<file path="config.mk">
export PLATFORM = sky130hd
export DESIGN_NAME = vga_frame_writer_flat
export DESIGN_NICKNAME = d
export VERILOG_FILES = /design/src/rtl/vga_frame_writer_if.sv /design/src/rtl/vga_frame_writer.sv /design/src/flat_wrapper.sv
export SDC_FILE = /design/constraint.sdc
export NUM_CORES = 1
export LEC_CHECK = 0
export BUFFER_PORTS_ARGS = -buffer_cell sky130_fd_sc_hd__buf_2
export CAP_MARGIN = 0
export CELL_PAD_IN_SITES_DETAIL_PLACEMENT = 0
export CELL_PAD_IN_SITES_GLOBAL_PLACEMENT = 1
export CORE_AREA = 2 2 177 144
export CTS_CLUSTER_SIZE = 10
export DETAILED_ROUTE_END_ITERATION = 7
export DIE_AREA = 0 0 179 146
export PLACE_DENSITY = 0.7
export SLEW_MARGIN = 20
export SYNTH_ARGS = -nofsm -noshare
export SYNTH_HDL_FRONTEND = slang
export SYNTH_SLANG_ARGS = --single-unit
</file>
<file path="constraint.sdc">
create_clock -name CLOCK_50 -period 5.35 [get_ports CLOCK_50]
set_clock_uncertainty 0.2 [all_clocks]
set_input_delay 0.2675 -clock CLOCK_50 [delete_from_list [all_inputs] [get_ports CLOCK_50]]
set_output_delay 0.2675 -clock CLOCK_50 [all_outputs]
set_load 0.05 [all_outputs]
</file>
<file path="src/rtl/vga_frame_writer_if.sv">
// Pixel-plot stream into the frame writer:
// coordinates, 24-bit colour, valid/ready.
interface vga_frame_writer_if #(
  parameter int nX = 9,
  parameter int nY = 8
);
  logic [nX-1:0] x;
  logic [nY-1:0] y;
  logic [23:0]   color;
  logic          plot;
  logic          ready;

  modport master (
    output x, y, color, plot,
    input  ready
  );
  modport slave (
    input  x, y, color, plot,
    output ready
  );
endinterface

</file>
<file path="src/rtl/vga_frame_writer.sv">
// Buffers plotted pixels and writes them into 12-bit video memory,
// sweeping the frame to a background colour after reset or on request.
module vga_frame_writer #(
  parameter int          nX       = 9,
  parameter int          nY       = 8,
  parameter int          COLS     = 320,
  parameter int          ROWS     = 240,
  parameter int          Mn       = 17,
  parameter logic [11:0] BG_COLOR = 12'h000,
  parameter int          DEPTH    = 4
) (
  input  logic              CLOCK_50,
  input  logic              Resetn,
  vga_frame_writer_if.slave pix,
  input  logic              clear_req,
  output logic [Mn-1:0]     mem_addr,
  output logic [11:0]       mem_data,
  output logic              mem_we,
  output logic              clearing,
  output logic [15:0]       oob_count
);
  localparam int PW = $clog2(DEPTH);
  localparam logic [Mn-1:0] LAST = Mn'(COLS * ROWS - 1);

  typedef enum logic {
    CLEAR,
    RUN
  } state_t;

  state_t        state, state_n;
  logic [Mn-1:0] clr_addr, clr_addr_n;
  logic [Mn-1:0] addr_n;
  logic [11:0]   data_n;
  logic          we_n, bg_n, bg_q;

  logic [Mn-1:0] fifo_addr [DEPTH];
  logic [11:0]   fifo_data [DEPTH];
  logic [PW-1:0] wr_ptr, rd_ptr;
  logic [PW:0]   count;

  logic          accept, in_range, push, pop;
  logic [Mn-1:0] lin;
  logic [11:0]   color12;
  logic          unused_bits;

  assign pix.ready = count < (PW + 1)'(DEPTH);
  assign accept    = pix.plot && pix.ready;
  assign in_range  = (32'(pix.x) < COLS) && (32'(pix.y) < ROWS);
  assign lin       = Mn'(32'(pix.y) * COLS + 32'(pix.x));
  assign color12   = {pix.color[23:20], pix.color[15:12], pix.color[7:4]};
  assign unused_bits = ^{pix.color[19:16], pix.color[11:8], pix.color[3:0]};

  // A pixel arriving alongside clear_req is flushed with the rest.
  assign push = accept && in_range && !clear_req;
  assign pop  = (state == RUN) && (count != '0) && !clear_req;

  assign clearing = (state == CLEAR) || bg_q;

  always_comb begin
    state_n    = state;
    clr_addr_n = clr_addr;
    we_n       = 1'b0;
    bg_n       = 1'b0;
    addr_n     = mem_addr;
    data_n     = mem_data;
    if (clear_req) begin
      state_n    = CLEAR;
      clr_addr_n = '0;
    end else begin
      unique case (state)
        CLEAR: begin
          we_n       = 1'b1;
          bg_n       = 1'b1;
          addr_n     = clr_addr;
          data_n     = BG_COLOR;
          clr_addr_n = clr_addr + 1'b1;
          if (clr_addr == LAST) state_n = RUN;
        end
        RUN: begin
          if (pop) begin
            we_n   = 1'b1;
            addr_n = fifo_addr[rd_ptr];
            data_n = fifo_data[rd_ptr];
          end
        end
      endcase
    end
  end

  always_ff @(posedge CLOCK_50) begin
    if (!Resetn) begin
      state    <= CLEAR;
      clr_addr <= '0;
      mem_we   <= 1'b0;
      mem_addr <= '0;
      mem_data <= '0;
      bg_q     <= 1'b0;
    end else begin
      state    <= state_n;
      clr_addr <= clr_addr_n;
      mem_we   <= we_n;
      mem_addr <= addr_n;
      mem_data <= data_n;
      bg_q     <= bg_n;
    end
  end

  always_ff @(posedge CLOCK_50) begin
    if (!Resetn || clear_req) begin
      wr_ptr <= '0;
      rd_ptr <= '0;
      count  <= '0;
    end else begin
      if (push) wr_ptr <= wr_ptr + 1'b1;
      if (pop)  rd_ptr <= rd_ptr + 1'b1;
      unique case ({push, pop})
        2'b10:   count <= count + 1'b1;
        2'b01:   count <= count - 1'b1;
        default: ;
      endcase
    end
  end

  always_ff @(posedge CLOCK_50) begin
    if (push) begin
      fifo_addr[wr_ptr] <= lin;
      fifo_data[wr_ptr] <= color12;
    end
  end

  always_ff @(posedge CLOCK_50) begin
    if (!Resetn)
      oob_count <= '0;
    else if (accept && !in_range && oob_count != 16'hFFFF)
      oob_count <= oob_count + 16'd1;
  end
endmodule
</file>
<file path="src/flat_wrapper.sv">
// flat-port wrapper written by rule: the top's interface ports become plain ports
module vga_frame_writer_flat 
#(
  parameter int          nX       = 9,
  parameter int          nY       = 8,
  parameter int          COLS     = 320,
  parameter int          ROWS     = 240,
  parameter int          Mn       = 17,
  parameter logic [11:0] BG_COLOR = 12'h000,
  parameter int          DEPTH    = 4
)
  (CLOCK_50, Resetn, clear_req, mem_addr, mem_data, mem_we, clearing, oob_count, pix_x, pix_y, pix_color, pix_plot, pix_ready);
  vga_frame_writer_if #(.nX(nX), .nY(nY)) pix_i ();
  input  logic CLOCK_50;
  input  logic Resetn;
  input  logic clear_req;
  output logic [Mn-1:0] mem_addr;
  output logic [11:0] mem_data;
  output logic mem_we;
  output logic clearing;
  output logic [15:0] oob_count;
  input wire logic [$bits(pix_i.x)-1:0] pix_x;
  input wire logic [$bits(pix_i.y)-1:0] pix_y;
  input wire logic [$bits(pix_i.color)-1:0] pix_color;
  input wire logic [$bits(pix_i.plot)-1:0] pix_plot;
  output wire logic [$bits(pix_i.ready)-1:0] pix_ready;
  assign pix_i.x = pix_x;
  assign pix_i.y = pix_y;
  assign pix_i.color = pix_color;
  assign pix_i.plot = pix_plot;
  assign pix_ready = pix_i.ready;
  vga_frame_writer #(.nX(nX), .nY(nY), .COLS(COLS), .ROWS(ROWS), .Mn(Mn), .BG_COLOR(BG_COLOR), .DEPTH(DEPTH)) u_core (.CLOCK_50(CLOCK_50), .Resetn(Resetn), .pix(pix_i), .clear_req(clear_req), .mem_addr(mem_addr), .mem_data(mem_data), .mem_we(mem_we), .clearing(clearing), .oob_count(oob_count));
endmodule
</file>
==> impl_metrics.toml <==
[status]
status = "finished, final reports clean"

[logic_synthesis]
synthArstFlopShare_pct = 0
synth_cells = 571
synth_area_per_cell_um2 = 13.9
synth_area_um2 = 7950
synth_warnings = 0
synth.most_common_cell = "edfxtp_1"
netlist_top_cells_area = "edfxtp_1, dfxtp_1, mux4_2, nor2_1, ha_1"
synthTopCellsByCount = "edfxtp_1, nor2_1, dfxtp_1, mux4_2"
synth_edf_count = 116
synth_top_area_cell = "edfxtp_1"
ys.flop_type = "edfxtp_1"
synth_top_area_share_pct = 43.8
synth_seq_cells = 190
ys_seq_area_share_pct = 62.4
synth_cell_types = 51
synth_fp_nets = 641

[power]
ir_drop_uv = 230
swShare_pct = 24.1
p_int_mw = 2.34
powerDensity_nw_per_um2 = 324
p_switching_mw = 0.743
p_leak_nw = 3.32
pwr-share-comb_pct = 7.2
seqPwrFrac_pct = 51.8
clkPwrFrac_pct = 40.9

[setup_path]
worstPathArrival_ns = 3.08
r2r-start = "u_core.count[2]"
end_kind = "register"
critical_path_depth = 9
r2r_cells = 9
max_stage_delay_ns = 0.54
endpoint = "u_core.count[2]"
crit_chain = "nor3_1 > nand2b_1 > nor2_2 > ha_1 > inv_1 > fa_1 > xor2_1 > or3_1 > a21oi_1"
r2r_end = "u_core.count[2]"
rrSetupSlack_ns = 2.40
cp.buffers_inverters = 1
critPathLaunch = "u_core.count[2]"
start_kind = "register"
crit_type = "register to register"
worst-path-max-fanout = 13
required_ns = 5.48
crit_family = "simple AND/OR/NAND/NOR gates"
cp_slowest_cell = "nor2_2"

[final_layout]
final_nets = 744
utilization_pct = 39.3
stdcell_area_um2 = 9520
layout.cells.non_filler = 1006
drive_gt1_share_pct = 23.1
syn_to_final_growth_pct = 19.6

[clock_tree]
clock_path_buffers = 2
cts_buffers = 17
clk_pin_slew_ns = 0.07
cts_resized = 0
cts-htree-levels = 4
clockRootBuffer = "clkbuf_16"
cts.sinks = 190
cts_tree = "yes"
insertion_delay_ns = 0.43

[hold_path]
hp-class = "primary input to register"

[timing]
finalSetupViolCount = 0
fin_crit_sh_pct = 55.2
fmax_ghz = 0.339
setup_tns_ns = 0
hold_viol = 0
drv_slew = 0
rsz0062_at_grt = "no"
finalCriticalPeriod_ns = 2.95
relSlewSlack_pct = 29.8
tightest_slew_ns = 1.04

[route]
avgViaCountPerCell = 4.83
wl_per_cell_um = 16.2
ant_nets = 0
drt-total-wl_um = 16300
drcViolationCount = 0
drt_first_pass_iters = 4
via_count = 4860
drt-initial-drc-count = 264

[floorplan]
die_y_um = 146
die_w_um = 179
dieArea_um2 = 26100
ioPinCount = 93
core_um2 = 24200
core.rowCount = 51
start_util_pct = 32.9

[global_routing]
grt_max_degree = 35
grt_overflow_total = 0
grt_pass1_vias = 4965
grt_first_pass_wirelength_um = 25800
antenna_found_initial = 1
grtUsageTotal_pct = 12.8

[placement]
dp_cells = 954
postPlaceCellArea_um2 = 8720
portBuffers = 80
place.gp.congestion = 0.733
hpwl_um = 11200

[run]
max_cap_viol_count = 0
-- flip-flops by register name, summed over array words and instances, names as in the netlist, named ones only --
register and count:
u_core.fifo_addr 68, u_core.rd_ptr 2, u_core.bg_q 1, u_core.oob_count 16, u_core.mem_data 12, u_core.clr_addr 17, u_core.count 3, u_core.state 1
u_core.mem_we 1, u_core.mem_addr 17, u_core.fifo_data 48, u_core.wr_ptr 2
-- metal layers --
layer | routed length (um) | share of wire, % | global-route usage (%) | vias up
li1 | - | - | - | 2343
met1 | 7820 | 48 | 17.0 | 2424
met2 | 7730 | 47 | 20.9 | 80
met3 | 624 | 3.8 | 3.21 | 13
met4 | 134 | 0.82 | 3.50 | 0
met5 | 0 | 0 | 0 | -
-- power by group through the flow --
stage | clock (mW) | sequential (mW) | combinational, mW
floorplan | 0 | 1.66 | 0.120
global placement | 0 | 1.63 | 0.205
detailed placement | 0 | 1.63 | 0.214
CTS | 1.29 | 1.60 | 0.226
global route | 1.34 | 1.60 | 0.247
finish | 1.26 | 1.60 | 0.224
-- layout by cell type (no fill, tap or decap), drive strengths merged, types with 4 or more instances in the layout --
| cell type | count |
|---|---|
| nand4 | 7 |
| buf | 88 |
| a22oi | 12 |
| a21oi | 13 |
| inv | 25 |
| nand2 | 13 |
| edfxtp | 116 |
| nand3b | 4 |
| nand2b | 6 |
| clkbuf | 18 |
| xor2 | 19 |
| mux2i | 22 |
| o21ai | 13 |
| xnor2 | 21 |
| nor2 | 76 |
| ha | 22 |
| or3 | 4 |
| nand3 | 13 |
| dlygate4sd3 | 19 |
| a211oi | 18 |
| mux4 | 29 |
| dfxtp | 74 |
| nor4 | 5 |
| and2 | 4 |
| nor3 | 11 |
-- cell families (layout without fill, tap and decap cells) --
family | Yosys count | count (layout) | share of synthesized area, %
muxes | 51 | 51 | 11.0
xor gates and xnor gates | 40 | 40 | 4.40
buffers and inverters | 39 | 155 | 1.97
and+or+nand+nor | 157 | 157 | 10.1
adders and majority gates | 25 | 25 | 4.22
AOI/OAI and AO/OA | 69 | 69 | 5.93
other | 0 | 1 | 0
DFF | 190 | 190 | 62.4
-- through the flow --
| step | setup WS, ns | hold WS, ns | power (mW) |
|---|---|---|---|
| floorplan | 2.68 | 0.166 | 1.78 |
| global placement | 2.11 | 0.281 | 1.84 |
| detailed placement | 2.04 | 0.290 | 1.85 |
| CTS | 2.06 | 0.0252 | 3.12 |
| global route | 2.20 | 0.0645 | 3.19 |
| finish | 2.40 | 0.0456 | 3.09 |
-- worst reg2reg max path, cell delays in order (launching register included) --
cell and delay (ns):
dfxtp_1 0.39, nor3_1 0.11, nand2b_1 0.19, nor2_2 0.54, ha_1 0.30, inv_1 0.07
fa_1 0.43, xor2_1 0.16, or3_1 0.32, a21oi_1 0.15
-- layout make-up --
class	count	area, um^2
Inverter	16	60.1
Antenna cell	1	2.50
Fill cell	2269	14700
Sequential cell	190	4970
Multi-Input combinational cell	342	2840
Timing Repair Buffer	107	651
Clock buffer	18	429
Clock inverter	14	168
Tap cell	318	398
-- worst min-delay path by stage --
stage / from / end / slack (ns) / cells after the start
after floorplan: pix_x[0] / u_core.fifo_addr[0][0] / 0.17 / 0
after global placement: pix_color[15] / u_core.fifo_data[2][7] / 0.28 / 1
after detailed placement: pix_color[22] / u_core.fifo_data[0][10] / 0.29 / 1
after CTS: pix_x[6] / u_core.fifo_addr[0][6] / 0.03 / 2
after global routing: pix_x[6] / u_core.fifo_addr[3][6] / 0.06 / 2
final: pix_x[6] / u_core.fifo_addr[1][6] / 0.05 / 2
-- timing repair --
| action | in CTS | in global routing |
|---|---|---|
| setup buffers | 0 | 0 |
| endpoints found under the hold margin | 76 | 0 |
| hold buffers | 19 | 0 |
No activity file was read; power rests on OpenSTA's default activity.
